===== src/rtl/start_sequencer.sv =====
// start_sequencer
//   Issues one-hot start pulses to N_STAGES downstream FSMs in strict order,
//   advancing to the next stage only after the current one reports done.
//   Restartable via go from IDLE/FINISHED/ERROR; optional per-stage timeout.
// Ports
//   clk       : system clock, rising edge
//   rst       : asynchronous active-high reset
//   go        : launch/relaunch request (ignored while busy)
//   done      : per-stage completion, only done[stage] is observed
//   start     : one-hot start pulse to the current stage
//   busy      : high in DELAY/PULSE/WAIT
//   all_done  : high in FINISHED
//   error     : high in ERROR
//   err_stage : index of the stage that timed out
//
// state    | meaning
// ---------+-------------------------------------------------
// IDLE     | after reset, waiting for auto launch or go
// DELAY    | holding DELAY cycles before the first pulse
// PULSE    | start[stage] high for PULSE_W cycles
// WAIT     | waiting for done[stage], timeout counter running
// FINISHED | all stages done, all_done high
// ERROR    | a stage timed out, err_stage holds its index
module start_sequencer #(
  parameter int N_STAGES   = 3,
  parameter int DELAY      = 0,
  parameter int PULSE_W    = 1,
  parameter int TIMEOUT    = 0,
  parameter int AUTO_START = 1,
  localparam int SW        = (N_STAGES > 1) ? $clog2(N_STAGES) : 1
) (
  input  logic                clk,
  input  logic                rst,
  input  logic                go,
  input  logic [N_STAGES-1:0] done,
  output logic [N_STAGES-1:0] start,
  output logic                busy,
  output logic                all_done,
  output logic                error,
  output logic [SW-1:0]       err_stage
);

  localparam int MAX_DP = (DELAY > PULSE_W) ? DELAY : PULSE_W;
  localparam int MAXC   = (MAX_DP > TIMEOUT) ? MAX_DP : TIMEOUT;
  localparam int CW     = ($clog2(MAXC + 1) < 1) ? 1 : $clog2(MAXC + 1);

  localparam logic [CW-1:0] DLY_LAST   = CW'((DELAY > 0) ? DELAY - 1 : 0);
  localparam logic [CW-1:0] PW_LAST    = CW'(PULSE_W - 1);
  localparam logic [CW-1:0] TO_LAST    = CW'((TIMEOUT > 0) ? TIMEOUT - 1 : 0);
  localparam logic [SW-1:0] LAST_STAGE = SW'(N_STAGES - 1);

  typedef enum logic [2:0] {
    S_IDLE, S_DELAY, S_PULSE, S_WAIT, S_FINISHED, S_ERROR
  } state_t;

  state_t        state, state_n;
  logic [SW-1:0] stage, stage_n;
  logic [CW-1:0] cnt, cnt_n;
  logic          done_lat, done_lat_n;
  logic          first, first_n;
  logic [SW-1:0] err_stage_q, err_stage_n;
  logic          launch;
  logic          done_cur;

  always_ff @(posedge clk or posedge rst) begin
    if (rst) begin
      state       <= S_IDLE;
      stage       <= '0;
      cnt         <= '0;
      done_lat    <= 1'b0;
      first       <= 1'b1;
      err_stage_q <= '0;
    end else begin
      state       <= state_n;
      stage       <= stage_n;
      cnt         <= cnt_n;
      done_lat    <= done_lat_n;
      first       <= first_n;
      err_stage_q <= err_stage_n;
    end
  end

  always_comb begin
    state_n     = state;
    stage_n     = stage;
    cnt_n       = cnt;
    done_lat_n  = done_lat;
    first_n     = first;
    err_stage_n = err_stage_q;
    done_cur    = done[stage];
    launch      = 1'b0;

    case (state)
      S_IDLE:     launch = ((AUTO_START != 0) && first) || go;
      S_FINISHED: launch = go;
      S_ERROR:    launch = go;
      S_DELAY: begin
        if (cnt == DLY_LAST) begin
          cnt_n   = '0;
          state_n = S_PULSE;
        end else begin
          cnt_n = cnt + CW'(1);
        end
      end
      S_PULSE: begin
        // done arriving while the pulse is still high must not be lost
        if (done_cur) done_lat_n = 1'b1;
        if (cnt == PW_LAST) begin
          cnt_n   = '0;
          state_n = S_WAIT;
        end else begin
          cnt_n = cnt + CW'(1);
        end
      end
      S_WAIT: begin
        // done checked before timeout so a coincident done wins
        if (done_cur || done_lat) begin
          done_lat_n = 1'b0;
          cnt_n      = '0;
          if (stage == LAST_STAGE) begin
            state_n = S_FINISHED;
          end else begin
            stage_n = stage + SW'(1);
            state_n = S_PULSE;
          end
        end else if (TIMEOUT > 0) begin
          if (cnt == TO_LAST) begin
            state_n     = S_ERROR;
            err_stage_n = stage;
          end else begin
            cnt_n = cnt + CW'(1);
          end
        end
      end
      default: state_n = S_IDLE;
    endcase

    if (launch) begin
      first_n     = 1'b0;
      stage_n     = '0;
      cnt_n       = '0;
      done_lat_n  = 1'b0;
      err_stage_n = '0;
      state_n     = (DELAY > 0) ? S_DELAY : S_PULSE;
    end
  end

  // all outputs decode registered state, so rst clears them asynchronously
  assign start     = (state == S_PULSE) ? (N_STAGES'(1) << stage) : '0;
  assign busy      = (state == S_DELAY) || (state == S_PULSE) || (state == S_WAIT);
  assign all_done  = (state == S_FINISHED);
  assign error     = (state == S_ERROR);
  assign err_stage = err_stage_q;

endmodule

===== config.mk =====
export PLATFORM = sky130hd
export DESIGN_NAME = start_sequencer
export DESIGN_NICKNAME = d
export VERILOG_FILES = /design/src/rtl/start_sequencer.sv
export SDC_FILE = /design/constraint.sdc
export NUM_CORES = 1
export LEC_CHECK = 0
export ABC_AREA = 1
export CORE_AREA = 2 2 39 41
export CTS_BUF_LIST = sky130_fd_sc_hd__clkbuf_4 sky130_fd_sc_hd__clkbuf_8 sky130_fd_sc_hd__clkbuf_16
export DETAILED_ROUTE_END_ITERATION = 7
export DIE_AREA = 0 0 41 43
export GPL_ROUTABILITY_DRIVEN = 0
export PLACE_DENSITY = 0.66
export SYNTH_ARGS = -nofsm -noshare
export SYNTH_HDL_FRONTEND = slang
export SYNTH_SLANG_ARGS = --single-unit
export TNS_END_PERCENT = 20

===== constraint.sdc =====
create_clock -name clk -period 3.44 [get_ports clk]
set_clock_uncertainty 0.1 [all_clocks]
set_input_delay 0.688 -clock clk [delete_from_list [all_inputs] [get_ports clk]]
set_output_delay 0.688 -clock clk [all_outputs]
set_load 0.05 [all_outputs]

# --- Word-level counts from Yosys, hierarchy flattened ---
# Cells that the tools add are included.
op_classes:
  n_addsub: 2
  n_lt_le_gt_ge: 1
  eq_ne: 12
  shifts: 1
  n_mux: 21
  reduce_logical: 16
ops:
  columns: ["cell", "count"]
  rows:
  - ["$mux 3", 6]
  - ["$ne 3x3->1 const B", 4]
  - ["$pmux 3 s4", 1]
  - ["$mux 2", 4]
  - ["$eq 3x2->1 const B", 2]
  - ["$eq 3x3->1 const B", 2]
  - ["$mux 1", 6]
  - ["$pmux 1 s2", 3]
  - ["$reduce_and 3->1", 2]
  - ["$reduce_bool 3->1", 2]
  - ["$logic_or 1x1->1", 4]
  - ["$reduce_and 4->1", 1]
  - ["$reduce_bool 2->1", 2]
  - ["$reduce_or 2->1", 2]
  - ["$eq 3x1->1 const B", 1]
  - ["$logic_not 3->1", 1]
  - ["$lt 2x3->1 const B", 1]
  - ["$reduce_or 3->1", 1]
  - ["$shl 1x2->3 const A", 1]
  - ["$add 2x1->2 const B", 1]
  - ["$bmux 1 s2", 1]
  - ["$eq 2x2->1 const B", 1]
  - ["$ne 2x1->1 const B", 1]
  - ["$ne 2x2->1 const B", 1]
  - ["2 further kinds", 2]
totals:
  reg_bits: 8
  output_inout_bits: 8
  wordCells: 58

# --- Depth between registers and ports, before layout ---
# Gate-level depths: netlist of the first run.
logic_depth:
  word_depth: 6
  mapped_depth: 8

# --- Worst setup path after synthesis of the first run ---
# OpenSTA, ideal clock, no wires.
synth_path:
  path_kind: "reg2out"
  startpoint: "register state[0]"
  endpoint: "output port error"
  arrival_ns: 1.573
  required_ns: 2.652
  slack_ns: 1.079
  path_stages_with_launch: 3
  path_buffers: 0
  path_cell_list: "dfrtp_1 -> inv_2 -> nor3_1"
synth_via:
  elab_chain_len: 1
synth_rtl:
  columns: ["element", "line_no", "text"]
  rows:
  - ["from (decl)", "56", "state_t state, state_n;"]
  - ["from (signal assigned)", "74", "state <= state_n;"]
  - ["$eq 3x3->1", "152", "assign error = (state == S_ERROR);"]
  - ["to (decl)", "39", "output logic error,"]
# No other way between the ends.

# --- Worst setup path in the final report of the first run ---
layout_path:
  startpoint: "register state[1]"
  endpoint: "output port start[2]"
layout_via:
  elab_chain_len: 2
layout_rtl:
  columns: ["element", "line_no", "text"]
  rows:
  - ["$eq 3x2->1", "149", "assign start = (state == S_PULSE) ? (N_STAGES'(1) << stage) : '0;"]
  - ["$mux 3", "149", null]
  - ["to (decl)", "36", "output logic [N_STAGES-1:0] start,"]
# No other way between the ends.

==> results of run 1 <==
[registers in the layout, summed over array words and instances, names as in the netlist]
register,count
state,3
stage,2
done_lat,1
first,1
[cell usage after synthesis]
master | count | share of area (%)
a21boi_0 | 1 | 1.5
a21oi_1 | 3 | 2.9
a21oi_4 | 1 | 3.2
buf_4 | 2 | 2.9
conb_1 | 1 | 0.73
dfrtp_1 | 6 | 29
dfstp_2 | 1 | 5.1
ha_1 | 3 | 7.3
inv_1 | 12 | 8.8
inv_2 | 2 | 1.5
nand2_1 | 16 | 12
nand2_2 | 2 | 2.4
nand2_4 | 1 | 2.2
nand3_1 | 2 | 2.0
nand3_2 | 2 | 3.9
nand4_1 | 3 | 3.7
nor2_1 | 4 | 2.9
nor2_2 | 1 | 1.2
nor3_1 | 3 | 2.9
o21ai_0 | 2 | 2.0
o21ai_1 | 2 | 2.0
[final cells by class]
type / instances / area share, %
multi-input combinational: 48 / 41.4
sequential: 7 / 26.8
timing repair buffer: 11 / 16.7
inverter: 14 / 7.97
clock buffer: 3 / 3.42
tap: 16 / 3.04
clock inverter: 1 / 0.759
[through the flow]
| step | hold WS [ns] | instance area (sq um) | std cells |
|---|---|---|---|
| 6_report | 0.389 | 659 | 100 |
| 5_1_grt | 0.404 | 659 | 100 |
| 4_1_cts | 0.391 | 659 | 100 |
| 3_5_place_dp | 0.382 | 632 | 96 |
| 3_3_place_gp | 0.385 | 632 | 96 |
| 2_1_floorplan | 0.370 | 517 | 71 |
[critical path, cell delays in order (launching register included)]
cell             delay (ns)
dfrtp_1                0.43
inv_1                  0.12
nor3_1                 0.19
inv_1                  0.12
nor2_1                 0.11
clkdlybuf4s50_1        0.81
[logic make-up after synthesis]
kind of cell             Yosys count
AND/OR/NAND/NOR                   34
other                              1
buffers and inverters             16
flip-flops                         7
adder cells (fa/ha/maj)            3
AO/OA/AOI/OAI                      9
[power breakdown]
| part | switching (W) | internal [W] |
|---|---|---|
| Sequential | 0.0000430 | 0.000114 |
| Clock | 0.0000331 | 0.0000426 |
| Combinational | 0.000246 | 0.000125 |
| Total | 0.000322 | 0.000282 |
[worst max-delay path by stage]
stage                   from       end  slack, ns  cells past startpoint
global route        state[1]  start[1]       0.44                      5
detailed placement  state[1]  start[0]       0.90                      5
CTS                 state[1]  start[2]       0.62                      5
floorplan           state[0]     error       1.08                      2
global placement    state[1]  start[2]       0.90                      5
finish              state[1]  start[2]       0.62                      5
[routing by layer]
| metal | up-vias | GRT usage, % |
|---|---|---|
| li1 | 245 | - |
| met1 | 207 | 16.9 |
| met5 | - | 0 |
| met3 | 3 | 3.14 |
| met2 | 15 | 19.7 |
| met4 | 0 | 8.00 |
[placed cells by master, fill, tap and decap left out]
cell	netlist	routed
clkbuf_4	0	3
nand2_2	2	2
a21boi_0	1	1
conb_1	1	2
nor2_1	4	4
nand4_1	3	3
nor3_1	3	3
inv_2	2	2
clkdlybuf4s50_1	0	11
o21ai_0	2	2
nand3_1	2	2
clkinv_2	0	1
a21oi_4	1	1
nand3_2	2	2
dfstp_2	1	1
a21oi_1	3	3
nor2_2	1	1
inv_1	12	12
nand2_1	16	16
ha_1	3	3
o21ai_1	2	2
dfrtp_1	6	6
nand2_4	1	1
==> results.py, run 1 <==
metrics = {
    "layout": {
        "multi_input_area_sq_um": 273,
        "syn_to_final_growth_pct": 28.5,
        "drive_above_1_share_pct": 16.7,
        "n_fill_cell": 151,
        "n_antenna_cell": 0,
        "fin_util_pct": 47.6,
        "layout.nets": 94,
        "seq_area_sq_um": 176,
    },
    "floorplan": {
        "die_h_um": 43,
        "die-area_sq_mm": 0.00176,
        "start_util_pct": 37.1,
        "io_pins": 14,
        "die_w_um": 41,
        "rows": 14,
        "core-area_sq_mm": 0.00138,
    },
    "clock_network": {
        "clock_latency_ns": 0.26,
        "clk_path_buf_depth": 2,
        "postCtsResizedCells": 0,
        "cts-root-buf": "clkbuf_4",
        "postCtsSetupBuffers": 0,
        "cts_tree": "built",
        "ctsHoldBuffers": 0,
        "cts.clk_slew.worst_paths_ns": 0.06,
        "clock-sinks": 7,
        "cts-buffers-inserted": 3,
        "htreeDepth": 1,
    },
    "timing": {
        "max_freq_mhz": 355,
        "drv_slew": 0,
        "final.min_clock_period_ns": 2.82,
        "finalSetupTns_ns": 0,
        "hold_viol": 0,
        "finalCritPeriodShare_pct": 82.0,
        "finalSetupViolCount": 0,
        "grt_setup_unrepaired": "false",
        "timing.final.ws_setup_ns": 0.621,
    },
    "min_path": {
        "whs_path_depth": 1,
        "hold_path.class": "reg2reg",
        "hold_start": "first",
        "hold_end": "first",
    },
    "placement": {
        "place_hpwl_um": 761,
        "io_buffers": 11,
        "preCtsSetupSlack_ns": 0.899,
    },
    "synthesis": {
        "synth_cell_types": 21,
        "synth-compound-area-share_pct": 11.5,
        "synth_top_family_by_area": "simple AND/OR/NAND/NOR gates",
        "seq_area_frac_synth_pct": 34.4,
        "netlist_instances": 70,
        "synthAdderAreaFrac_pct": 7.32,
        "syn_avg_cell_area_sq_um": 7.33,
        "ys_seq_elements": 7,
        "synthSimpleGateAreaFrac_pct": 32.9,
        "synth_area_sq_um": 513,
        "yosys_warnings": 0,
        "synth-xor-area-share_pct": 0,
        "synth_mux_area_share_pct": 0,
    },
    "detailed_routing": {
        "top_layer": "met4",
        "drtPass1Iterations": 4,
        "via_per_inst": 4.70,
        "initialDrtViolationCount": 12,
        "detail-route-antenna-nets": 0,
        "totalWireLength_um": 945,
        "vias": 470,
        "met3_wirelength_um": 53,
        "drt-met1-wl_um": 428,
        "met2_length_um": 435,
        "routedWlPerCell_um": 9.45,
        "drc": 0,
    },
    "critical_path": {
        "reg2reg_slack_ns": 2.07,
        "reg2reg_depth": 8,
        "critical_path.max_fanout": 5,
        "critPathCaptureType": "output port",
        "critPathArrivalTime_ns": 2.03,
        "cp.required_ns": 2.65,
        "reg2reg_from": "stage[0]",
        "critPathLaunchType": "flip-flop",
        "path_class": "reg2out",
        "r2r_end": "stage[1]",
    },
    "power": {
        "power_density_mw_per_mm2": 916,
        "power_w": 0.000604,
        "leakagePower_nw": 0.335,
        "peakVddDrop_mv": 0.357,
    },
    "global_routing": {
        "grt_pass1_vias": 408,
        "grt_max_degree": 10,
        "antenna_found_initial": 0,
        "track_usage_pct": 13.4,
        "grt_pass1_wl_um": 1570,
        "grt-ovfl-total": 0,
    },
    "flow_run": {
        "timing.max_cap.violations": 0,
    },
    "status": {
        "status": "finished clean",
    },
}
Note: power is estimated with default switching activity, not from simulation.
==> run 2: changes to the inputs <==
==> constraint.sdc (replaced) <==
create_clock -name clk -period 2.8 [get_ports clk]
set_clock_uncertainty 0.1 [all_clocks]
set_input_delay 0.56 -clock clk [delete_from_list [all_inputs] [get_ports clk]]
set_output_delay 0.56 -clock clk [all_outputs]
set_load 0.05 [all_outputs]
==> run 2 against run 1 <==
Against the previous run: combinational power grew 22%; first-iteration DRC count is the same; global-route usage is the same; power grew 22%; sequential cell count is the same; count of clock-buffer cells in the layout is the same; clock power grew 23%; cell area grew 1.1%; sequential share of layout area shrank 0.30 points; setup slack lost 0.31 ns; worst hold slack is the same; largest power group unchanged; highest routed layer unchanged.
==> results.py, run 2 (same netlist as run 1, synthesis figures left out) <==
metrics = {
    "global_routing": {
        "antenna_found_initial": 0,
        "grt-ovfl-total": 0,
        "grt_pass1_vias": 408,
        "track_usage_pct": 13.4,
        "grt_max_degree": 10,
        "grt_pass1_wl_um": 1570,
    },
    "clock_network": {
        "cts_tree": "built",
        "ctsHoldBuffers": 0,
        "postCtsSetupBuffers": 0,
        "cts.clk_slew.worst_paths_ns": 0.06,
        "clk_path_buf_depth": 2,
        "cts-buffers-inserted": 3,
        "clock-sinks": 7,
        "cts-root-buf": "clkbuf_4",
        "postCtsResizedCells": 0,
        "htreeDepth": 1,
        "clock_latency_ns": 0.26,
    },
    "layout": {
        "reg.largest.list": "state: 3 flops, stage: 2 flops",
        "syn_to_final_growth_pct": 30.0,
        "final_common_cell": "nand2_1",
        "top_register": "state",
        "layout.nets": 94,
        "largest_reg_flops": 3,
        "drive_above_1_share_pct": 16.7,
        "n_antenna_cell": 0,
        "mostFrequentLayoutCells": "nand2_1, inv_1, clkdlybuf4s50_1",
    },
    "detailed_routing": {
        "drtPass1Iterations": 4,
        "totalWireLength_um": 943,
        "vias": 470,
        "routedWlPerCell_um": 9.43,
        "detail-route-antenna-nets": 0,
        "via_per_inst": 4.70,
        "drc": 0,
        "initialDrtViolationCount": 12,
    },
    "critical_path": {
        "crit_buf_inv": 2,
        "crit_family": "buffers and inverters",
        "slowest_stage": "clkdlybuf4s50_1",
        "critical_path.max_fanout": 6,
        "cpPeakStageDelay_ns": 0.82,
        "critPathCaptureType": "output port",
        "path_class": "reg2out",
        "reg2reg_slack_ns": 1.43,
        "cp.required_ns": 2.14,
        "critPathLaunchType": "flip-flop",
        "worstPathCellList": "inv_2 -> a21oi_1 -> clkdlybuf4s50_1",
        "critPathArrivalTime_ns": 1.83,
    },
    "timing": {
        "final.min_clock_period_ns": 2.49,
        "drv_slew": 0,
        "max_freq_mhz": 401,
        "grt_setup_unrepaired": "false",
        "finalSetupTns_ns": 0,
        "hold_viol": 0,
        "timing.final.ws_setup_ns": 0.307,
        "finalSetupViolCount": 0,
        "max-slew-margin-rel_pct": 66.6,
        "tightest_slew_ns": 0.500,
        "finalCritPeriodShare_pct": 89.0,
    },
    "floorplan": {
        "start_util_pct": 37.1,
        "die_h_um": 43,
        "io_pins": 14,
        "core-area_sq_mm": 0.00138,
        "die_w_um": 41,
        "die-area_sq_mm": 0.00176,
        "rows": 14,
    },
    "placement": {
        "preCtsSetupSlack_ns": 0.387,
        "place_hpwl_um": 761,
        "io_buffers": 11,
    },
    "status": {
        "status": "finished clean",
    },
    "flow_run": {
        "timing.max_cap.violations": 0,
    },
    "power": {
        "peakVddDrop_mv": 0.436,
        "leakagePower_nw": 0.385,
        "power_density_mw_per_mm2": 1110,
    },
    "min_path": {
        "hold_path.class": "reg2reg",
    },
}
## run 2: final timing paths
| kind | startpoint | to | cells past startpoint |
|---|---|---|---|
| max | state[0] | busy | 3 |
| min | first | first | 1 |
| max reg2reg | stage[0] | stage[1] | 8 |
| min reg2reg | first | first | 1 |
| max in group asynchronous | rst | first | 2 |
| min in group asynchronous | rst | stage[1] | 2 |
## run 2: layout make-up
cell class	count	area, sq um
Fill cell	150	717
Multi-Input combinational cell	48	273
Sequential cell	7	176
Timing Repair Buffer	11	118
Inverter	14	52.6
Clock buffer	3	22.5
Tap cell	16	20.0
Clock inverter	1	5.00
## run 2: through the flow
| step | std cells | utilization [%] | total power [W] | hold slack [ns] | cell area (sq um) |
|---|---|---|---|---|---|
| floorplan | 71 | - | 0.000537 | 0.263 | 517 |
| global placement | 96 | 45.7 | 0.000648 | 0.385 | 632 |
| detailed placement | 96 | 45.7 | 0.000651 | 0.382 | 632 |
| CTS | 100 | 47.6 | 0.000748 | 0.391 | 659 |
| global route | 100 | 48.2 | 0.000813 | 0.404 | 667 |
| finish | 100 | 48.2 | 0.000739 | 0.389 | 667 |
## run 2: where the power goes
part / internal, W / leakage [nW] / switching [W]
Combinational: 0.000152 / 0.283 / 0.000301
Clock: 0.0000523 / 0.0177 / 0.0000406
Sequential: 0.000140 / 0.0841 / 0.0000529
Total: 0.000345 / 0.385 / 0.000394
## run 2: metal layers
| metal | part of all wire [%] | up-vias | track usage, % |
|---|---|---|---|
| met3 | 5.4 | 3 | 3.14 |
| met2 | 46 | 15 | 19.7 |
| li1 | - | 245 | - |
| met4 | 3.0 | 0 | 8.00 |
| met5 | 0 | - | 0 |
| met1 | 45 | 207 | 16.9 |
